## config.mk

```make
export PLATFORM = sky130hd
export DESIGN_NAME = rsa_mac_ctrl
export DESIGN_NICKNAME = d
export VERILOG_FILES = /design/src/rtl/rsa_pkg.sv /design/src/rtl/rsa_row_collector.sv /design/src/rtl/rsa_mac_ctrl.sv
export SDC_FILE = /design/constraint.sdc
export NUM_CORES = 1
export LEC_CHECK = 0
export ABC_CLOCK_PERIOD_IN_PS = 8300
export CORE_ASPECT_RATIO = 2
export CORE_MARGIN = 3
export CORE_UTILIZATION = 54
export DETAILED_ROUTE_END_ITERATION = 10
export PLACE_DENSITY = 0.93
export SETUP_SLACK_MARGIN = 0.02
export SYNTH_ARGS = -nofsm -noshare
export SYNTH_HDL_FRONTEND = slang
export SYNTH_SLANG_ARGS = --single-unit
```

## constraint.sdc

```tcl
create_clock -name clk -period 8.3 [get_ports clk]
set_clock_uncertainty 0.15 [all_clocks]
set_input_delay 1.245 -clock clk [delete_from_list [all_inputs] [get_ports clk]]
set_output_delay 1.245 -clock clk [all_outputs]
set_load 0.02 [all_outputs]
```

## src/rtl/rsa_pkg.sv

```systemverilog
// Shared encodings for the systolic-array sequencer: FSM states and PE mode values.
package rsa_pkg;

    typedef enum logic [1:0] {
        IDLE  = 2'd0,
        FEED  = 2'd1,
        DRAIN = 2'd2,
        DONE  = 2'd3
    } state_t;

    localparam logic [1:0] MODE_W2E_N2S = 2'b00;

    function automatic int max2(input int a, input int b);
        return (a > b) ? a : b;
    endfunction

endpackage

```

## src/rtl/rsa_row_collector.sv

```systemverilog
// One west-edge row: registers each arriving result and tags it with the next column index.
module rsa_row_collector #(
    parameter int RSA_DW = 16,
    parameter int K_W    = 8
) (
    input  logic              clk,
    input  logic              sys_rst_n,
    input  logic              clear,
    input  logic              accept_en,
    input  logic              mulres_val,
    input  logic [RSA_DW-1:0] mulres,
    output logic              res_val,
    output logic [K_W-1:0]    res_col,
    output logic [RSA_DW-1:0] res_data,
    output logic              accepted
);

    logic [K_W-1:0] col;

    assign accepted = accept_en & mulres_val;

    always_ff @(posedge clk or negedge sys_rst_n) begin
        if (!sys_rst_n) begin
            col      <= '0;
            res_val  <= 1'b0;
            res_col  <= '0;
            res_data <= '0;
        end else begin
            res_val <= accepted;
            if (clear) begin
                col <= '0;
            end else if (accepted) begin
                col      <= col + K_W'(1);
                res_col  <= col;
                res_data <= mulres;
            end
        end
    end

endmodule

```

## src/rtl/rsa_mac_ctrl.sv

```systemverilog
// Sequencer for a ROWS x COLS PE_MAC array: skewed buffer reads, north-edge calc
// control, west-edge result collection and job completion.
//
// state | meaning
// IDLE  | waiting for start; PE_mode holds the last job's mode
// FEED  | cnt advances; reads and cal_en/cal_done issued from cnt
// DRAIN | feeding finished; waiting for the remaining results
// DONE  | one cycle, done pulse
module rsa_mac_ctrl
    import rsa_pkg::*;
#(
    parameter int ROWS   = 4,
    parameter int COLS   = 4,
    parameter int RSA_DW = 16,
    parameter int K_W    = 8
) (
    input  logic                   clk,
    input  logic                   sys_rst_n,
    input  logic                   start,
    input  logic [K_W-1:0]         k_len,
    input  logic [1:0]             mode_i,
    output logic                   busy,
    output logic                   done,
    output logic                   err,
    output logic [ROWS-1:0]        h_rd_en,
    output logic [ROWS*K_W-1:0]    h_rd_addr,
    output logic [COLS-1:0]        v_rd_en,
    output logic [COLS*K_W-1:0]    v_rd_addr,
    output logic [COLS-1:0]        cal_en_N,
    output logic [COLS-1:0]        cal_done_N,
    output logic [1:0]             PE_mode,
    input  logic [ROWS-1:0]        mulres_val_W,
    input  logic [ROWS*RSA_DW-1:0] mulres_W,
    output logic [ROWS-1:0]        res_val,
    output logic [ROWS*K_W-1:0]    res_col,
    output logic [ROWS*RSA_DW-1:0] res_data
);

    localparam int FEED_EXTRA = max2(ROWS - 2, COLS);
    localparam int CNT_MAX    = (2**K_W - 1) + max2(ROWS, COLS) + 2;
    localparam int CNT_W      = $clog2(CNT_MAX + 1);
    localparam int TOT        = ROWS * COLS;
    localparam int TOT_W      = $clog2(2 * TOT + 1);

    state_t             state, state_nx;
    logic [CNT_W-1:0]   cnt, cnt_nx, k_nx, feed_last;
    logic [K_W-1:0]     k_q;
    logic [TOT_W-1:0]   total, acc_sum;
    logic [ROWS-1:0]    accepted;
    logic               job_start, err_nx, all_in, collect_en, feed_nx;

    logic [ROWS-1:0]     h_en_nx;
    logic [ROWS*K_W-1:0] h_addr_nx;
    logic [COLS-1:0]     v_en_nx, cal_en_nx, cal_done_nx;
    logic [COLS*K_W-1:0] v_addr_nx;

    assign collect_en = (state == FEED) || (state == DRAIN);
    assign feed_last  = CNT_W'(FEED_EXTRA) + CNT_W'(k_q);

    always_comb begin
        acc_sum = '0;
        for (int r = 0; r < ROWS; r++) begin
            acc_sum = acc_sum + TOT_W'(accepted[r]);
        end
    end

    // Looks ahead by one cycle's acceptances so done lands right after the last result strobe.
    assign all_in = ((total + acc_sum) == TOT_W'(TOT));

    always_comb begin
        state_nx  = state;
        cnt_nx    = cnt;
        job_start = 1'b0;
        err_nx    = 1'b0;
        case (state)
            IDLE: begin
                if (start) begin
                    if (k_len != '0) begin
                        state_nx  = FEED;
                        cnt_nx    = '0;
                        job_start = 1'b1;
                    end else begin
                        err_nx = 1'b1;
                    end
                end
            end
            FEED: begin
                cnt_nx = cnt + CNT_W'(1);
                if (all_in)
                    state_nx = DONE;
                else if (cnt == feed_last)
                    state_nx = DRAIN;
            end
            DRAIN: if (all_in) state_nx = DONE;
            DONE:  state_nx = IDLE;
            default: state_nx = IDLE;
        endcase
    end

    // Array-edge signals are decoded from next state/cnt so the registered copies line up with cnt.
    always_comb begin
        k_nx        = job_start ? CNT_W'(k_len) : CNT_W'(k_q);
        feed_nx     = (state_nx == FEED);
        h_en_nx     = '0;
        h_addr_nx   = '0;
        v_en_nx     = '0;
        v_addr_nx   = '0;
        cal_en_nx   = '0;
        cal_done_nx = '0;
        for (int r = 0; r < ROWS; r++) begin
            if (feed_nx && cnt_nx >= CNT_W'(r) && cnt_nx < CNT_W'(r) + k_nx) begin
                h_en_nx[r]               = 1'b1;
                h_addr_nx[r*K_W +: K_W]  = K_W'(cnt_nx - CNT_W'(r));
            end
        end
        for (int c = 0; c < COLS; c++) begin
            if (feed_nx && cnt_nx >= CNT_W'(c) && cnt_nx < CNT_W'(c) + k_nx) begin
                v_en_nx[c]               = 1'b1;
                v_addr_nx[c*K_W +: K_W]  = K_W'(cnt_nx - CNT_W'(c));
            end
            cal_en_nx[c]   = feed_nx && (cnt_nx >= CNT_W'(c + 1)) && (cnt_nx <= CNT_W'(c) + k_nx);
            cal_done_nx[c] = feed_nx && (cnt_nx == CNT_W'(c + 1) + k_nx);
        end
    end

    always_ff @(posedge clk or negedge sys_rst_n) begin
        if (!sys_rst_n) begin
            state      <= IDLE;
            cnt        <= '0;
            k_q        <= '0;
            total      <= '0;
            busy       <= 1'b0;
            done       <= 1'b0;
            err        <= 1'b0;
            PE_mode    <= MODE_W2E_N2S;
            h_rd_en    <= '0;
            h_rd_addr  <= '0;
            v_rd_en    <= '0;
            v_rd_addr  <= '0;
            cal_en_N   <= '0;
            cal_done_N <= '0;
        end else begin
            state      <= state_nx;
            cnt        <= cnt_nx;
            busy       <= (state_nx != IDLE);
            done       <= (state_nx == DONE);
            err        <= err_nx;
            h_rd_en    <= h_en_nx;
            h_rd_addr  <= h_addr_nx;
            v_rd_en    <= v_en_nx;
            v_rd_addr  <= v_addr_nx;
            cal_en_N   <= cal_en_nx;
            cal_done_N <= cal_done_nx;
            if (job_start) begin
                k_q     <= k_len;
                PE_mode <= mode_i;
                total   <= '0;
            end else if (collect_en) begin
                total <= total + acc_sum;
            end
        end
    end

    for (genvar r = 0; r < ROWS; r++) begin : g_row
        rsa_row_collector #(
            .RSA_DW (RSA_DW),
            .K_W    (K_W)
        ) u_collector (
            .clk        (clk),
            .sys_rst_n  (sys_rst_n),
            .clear      (job_start),
            .accept_en  (collect_en),
            .mulres_val (mulres_val_W[r]),
            .mulres     (mulres_W[r*RSA_DW +: RSA_DW]),
            .res_val    (res_val[r]),
            .res_col    (res_col[r*K_W +: K_W]),
            .res_data   (res_data[r*RSA_DW +: RSA_DW]),
            .accepted   (accepted[r])
        );
    end

endmodule

```

After elaboration in Yosys (flattened, before gate mapping)
Cells that the tools add are included.
Widths: inputs -> output; s select.
{"block": "totals", "ff_bits": 206, "inputBits": 81, "output_inout_bits": 185}
{"block": "classes", "add_sub_neg": 17, "n_lt_le_gt_ge": 13, "eq_ne": 11, "n_mux": 34, "n_bitwise": 5, "reduce_logical": 30}
{"cell": "$mux 8", "count": 13}
{"cell": "$eq 9x9->1", "count": 5}
{"cell": "$add 8x1->8 const B", "count": 4}
{"cell": "$le 9x9->1", "count": 3}
{"cell": "$lt 9x9->1", "count": 3}
{"cell": "$add 2x8->9 const A", "count": 2}
{"cell": "$add 3x8->9 const A", "count": 2}
{"cell": "$ge 9x1->1 const B", "count": 2}
{"cell": "$ge 9x2->1 const B", "count": 2}
{"cell": "$mux 9", "count": 2}
{"cell": "$pmux 9 s2", "count": 1}
{"cell": "$logic_and 1x1->1", "count": 17}
{"cell": "$sub 8x2->8 const B", "count": 2}
{"cell": "$mux 6", "count": 2}
{"cell": "$reduce_bool 2->1", "count": 6}
{"cell": "$mux 1", "count": 10}
{"cell": "$mux 2", "count": 5}
{"cell": "$add 1x8->9 const A", "count": 1}
{"cell": "$add 9x1->9 const B", "count": 1}
{"cell": "$ge 9x3->1 const B", "count": 1}
{"cell": "$le 9x8->1", "count": 1}
{"cell": "$lt 9x8->1", "count": 1}
{"cell": "$pmux 2 s4", "count": 1}
{"cell": "$reduce_and 2->1", "count": 4}
{"cell": "13 further kinds", "count": 19}

Depth between registers and ports, before layout
{"block": "logic_depth", "ltp_word": 14, "ltp_mapped": 20}

Modules after synthesis
From an unflattened synthesis, not the netlist that was laid out.
{"block": "hier_totals", "hier_cells": 960, "area_unflattened_um2": 11118.2}
{"mod": "rsa_row_collector", "n_inst": 4, "cells_each": 96, "area_each_um2": 1432.6, "seq_area_each_um2": 825.8}
{"mod": "rsa_mac_ctrl", "n_inst": 1, "cells_each": 576, "area_each_um2": 5387.7, "seq_area_each_um2": 1851.8}

Worst setup path before layout
No wires, ideal clock.
{"block": "synth_path", "path_kind": "in2reg", "start": "input port k_len[2]", "end": "register v_rd_addr[26]", "setup_time_ns": 0.088, "arrival_ns": 4.446, "required_ns": 8.062, "setup_slack_ns": 3.616, "stages": 17, "cell_sequence": "nor4_2 > a21o_1 > buf_4 > buf_4 > mux2i_1 > inv_1 > ha_1 > clkbuf_1 > a21oi_1 > nor3_1 > xnor2_1 > ha_1 > o21a_1 > o211ai_1 > a21o_1 > nand3_1 > nor3_1"}
{"block": "synth_between", "elab_chain_len": 9}
{"item": "from (decl)", "line": "rsa_mac_ctrl.sv:20", "text": "input logic [K_W-1:0] k_len,"}
{"item": "$reduce_bool 8->1", "line": "rsa_mac_ctrl.sv:78", "text": "if (k_len != '0) begin"}
{"item": "$mux 1", "line": "rsa_mac_ctrl.sv:78"}
{"item": "$mux 1", "line": "rsa_mac_ctrl.sv:77", "text": "if (start) begin"}
{"item": "$mux 1", "line": "rsa_mac_ctrl.sv:75", "text": "case (state)"}
{"item": "$mux 8", "line": "rsa_mac_ctrl.sv:102", "text": "k_nx = job_start ? CNT_W'(k_len) : CNT_W'(k_q);"}
{"item": "$add 2x8->9"}
{"item": "$lt 9x9->1"}
{"item": "$logic_and 1x1->1"}
{"item": "$mux 8 (*)"}
{"item": "named net h_addr_nx[26]", "line": "rsa_mac_ctrl.sv:53", "text": "logic [ROWS*K_W-1:0] h_addr_nx;"}
{"item": "to (signal assigned)", "line": "rsa_mac_ctrl.sv:151", "text": "v_rd_addr <= v_addr_nx;"}
{"item": "to (decl)", "line": "rsa_mac_ctrl.sv:28", "text": "output logic [COLS*K_W-1:0] v_rd_addr,"}
The timed path passes the listed nets; every way through them passes the cells marked *.
A chain may end at the register's enable or synchronous reset.

Worst setup path in the final report
{"block": "layout_path", "start": "input port k_len[7]", "end": "register v_rd_addr[17]"}
The elaborated chain is that of the path after synthesis.

==> impl_results.md <==
* Outcome: complete, no violations
* Net Count, Synth at roughly 1100
* Design area at around 14000 µm²
* Final std cells w/o fill at roughly 1400
* Synth-to-layout area growth at 30.85%
* Final core utilization at around 72%
* Post-Syn Area at between 10000 and 15000 µm²
* GRT Total Usage at between 20% and 30%
* Final hold violation count at 0
* FF+latch count, synth at about 210
* Worst setup margin at 2.506 ns
* Number of global-route vias before repair at a little under 9000
* IO buf count at between 200 and 300
* Fin. max-slew vios at 0
* Worst slew pin tran at approximately 1.2 ns
* DR pass1 iterations at 5
* Asr flop ratio synth at 100.0%
* Maximum VDD drop at roughly 230 µV
* Routability cong. at just over 0.9
* Static leakage at 6.058 nW
* Cts hold-fix bufs at 0
* Die Height at slightly above 200 µm
* Tcrit/Tclk final at about 70%
* Largest net degree at the start of global routing at 95
* Die area at 21280 µm²
* Post-DP HPWL at about 23000 µm
* Yosys cell types at 74
* Final net count at between 1000 and 1500
* Clock Sinks at a little over 200
* Fraction of layout cells with a size suffix above 1 at roughly 14%
* Post-CTS Setup Repair Bufs at 0
* Req. time, crit path at between 8 and 9 ns
* CTS tree: yes
* Core Footprint at between 15000 and 20000 µm²
* F_max at 0.1726 GHz
* Sequential area share after synthesis at between 40% and 50%
* Max clock buf depth at 3
* Pwr dens at about 430 nW/µm²
* Max-cap violations at 0
* Worst setup path category: primary input to flop
* Die Wd at about 100 µm
* Fin Hold WS at 0.3474 ns
* Worst slack, placed at 2.176 ns
* Syn. warnings at 0
* Total wire length at 31220 µm
* Setup tns final at 0 ns
* Clock transition at path regs at roughly 0.07 ns
* Min Tclk post-route at 5.794 ns
* Avg WL per Cell at roughly 22 µm
* Min-delay worst type: flop to flop
* Later-pin clock latency in the skew report at 0.48 ns
* Initial antenna violation count at 1
* I/O pin count at 266
* Main flop type after synthesis: dfrtp_1
* Number of synthesized flops with an enable pin at 0
* Initial Util at around 55%
* CTS buffer count at 19
* Syn Area/Cell at ~11 µm²
* DRC viols at 0
* RSZ-0062 raised after global routing: no
* Drt first-iter violations at around 470
* Total Power at about 6 mW
* First-pass GRT wire length at 49130 µm
* Most frequent cells in the layout: 264 x clkdlybuf4s50_1, 206 x dfrtp_1, 98 x mux2_2
* Total gr overflow at 0
* Post-Syn Instances at just over 900
* Htree depth at 1
* Root buffer cell: clkbuf_16
* Dpl cell area at around 13000 µm²
* Via count at between 8000 and 9000
* R2R setup slack at 3.03 ns
* Number of placed cells counting well taps at ~1400
* Rel. slew slack at between 10% and 20%
* Antenna viol nets, final at 0
* Crit path capture type: flop
* Crit path max fanout at 15
* Final setup fails at 0
* Drt via density at slightly below 6
* Most common cell after layout, fill and taps aside: clkdlybuf4s50_1
* Post-CTS sizing at 0
* WP data arrival at a little over 6 ns
* Rows at 71
* Type of origin of the critical path: primary input
-- where the power goes --
| group | switching, mW | internal (mW) | total, mW | leakage, nW |
|---|---|---|---|---|
| logic | 1.88 | 1.46 | 3.33 | 3.07 |
| registers | 0.274 | 1.33 | 1.61 | 2.66 |
| clock network | 0.377 | 0.566 | 0.943 | 0.324 |
-- per-layer routing --
layer / wire (µm) / vias up / global-route usage [%] / part of all wire [%]
li1: - / 3605 / - / -
met1: 10290 / 4074 / 30.08 / 33
met2: 17540 / 359 / 56.96 / 56
met3: 1671 / 119 / 4.340 / 5.4
met4: 1724 / 0 / 14.08 / 5.5
met5: 0 / - / 0 / 0
-- state kept, by name, indices dropped and copies added (netlist names) --
name	count
cnt	9
done	1
cal_done_N	4
g_row.u_collector.res_val	4
cal_en_N	4
k_q	8
v_rd_en	4
err	1
g_row.u_collector.col	32
g_row.u_collector.res_data	64
v_rd_addr	32
PE_mode	2
total	6
busy	1
state	2
g_row.u_collector.res_col	32
-- final cells by class --
cell class / count / area (µm²)
Antenna cell: 1 / 2.502
Clock buffer: 25 / 518.0
Clock inverter: 7 / 146.4
Fill cell: 1267 / 5254
Inverter: 38 / 142.6
Multi-Input combinational cell: 605 / 4765
Sequential cell: 206 / 5155
Tap cell: 255 / 319.1
Timing Repair Buffer: 272 / 2709
-- kinds of logic after synthesis --
family	after synthesis	share of synthesized area, %
XOR/XNOR	86	7.164
flip-flops	206	49.03
adder cells (fa/ha/maj)	59	7.236
buffers and inverters	113	5.819
AND/OR/NAND/NOR	261	12.67
AO/OA/AOI/OAI	98	7.260
multiplexers	101	10.82
-- worst paths after layout --
check,startpoint,end,cells after the start
worst max register to register,state[1],cal_done_N[3],13
max in group asynchronous,sys_rst_n,g_row[0].u_collector.col[6],3
worst max-delay path,k_len[7],v_rd_addr[17],15
worst min-delay path,PE_mode[1],PE_mode[1],2
min in group asynchronous,sys_rst_n,g_row[1].u_collector.res_data[6],1
worst min register to register,PE_mode[1],PE_mode[1],2
-- worst max-delay path, stage by stage --
cell and delay [ns]:
clkdlybuf4s50_1 0.52, nor4_2 0.49, a21o_1 0.67, mux2i_1 0.51
inv_1 0.18, ha_1 0.32, nand2_1 0.11, xnor2_1 0.07
ha_1 0.33, a21o_1 0.19, a21oi_1 0.14, o31ai_1 0.11
a221oi_1 0.43, nand4_1 0.45, nor2_1 0.26
-- Yosys cell counts, drive strengths merged (6+ instances only) --
master / count / share of area (%)
dfrtp: 206 / 49
mux2: 98 / 10
nor2: 69 / 2.5
buf: 64 / 4.1
nand2: 58 / 2.1
ha: 56 / 6.7
xnor2: 50 / 4.2
inv: 38 / 1.4
xor2: 36 / 3.0
nor3: 32 / 1.6
nand3: 24 / 1.3
a21oi: 22 / 1.1
nand4: 20 / 1.2
clkbuf: 11 / 0.40
nor2b: 11 / 0.65
o21a: 11 / 0.79
and3: 10 / 0.61
o21ai: 10 / 0.48
o211ai: 9 / 0.82
a22oi: 6 / 0.65
nor3b: 6 / 0.43
No activity file was read; power rests on OpenSTA's default activity.
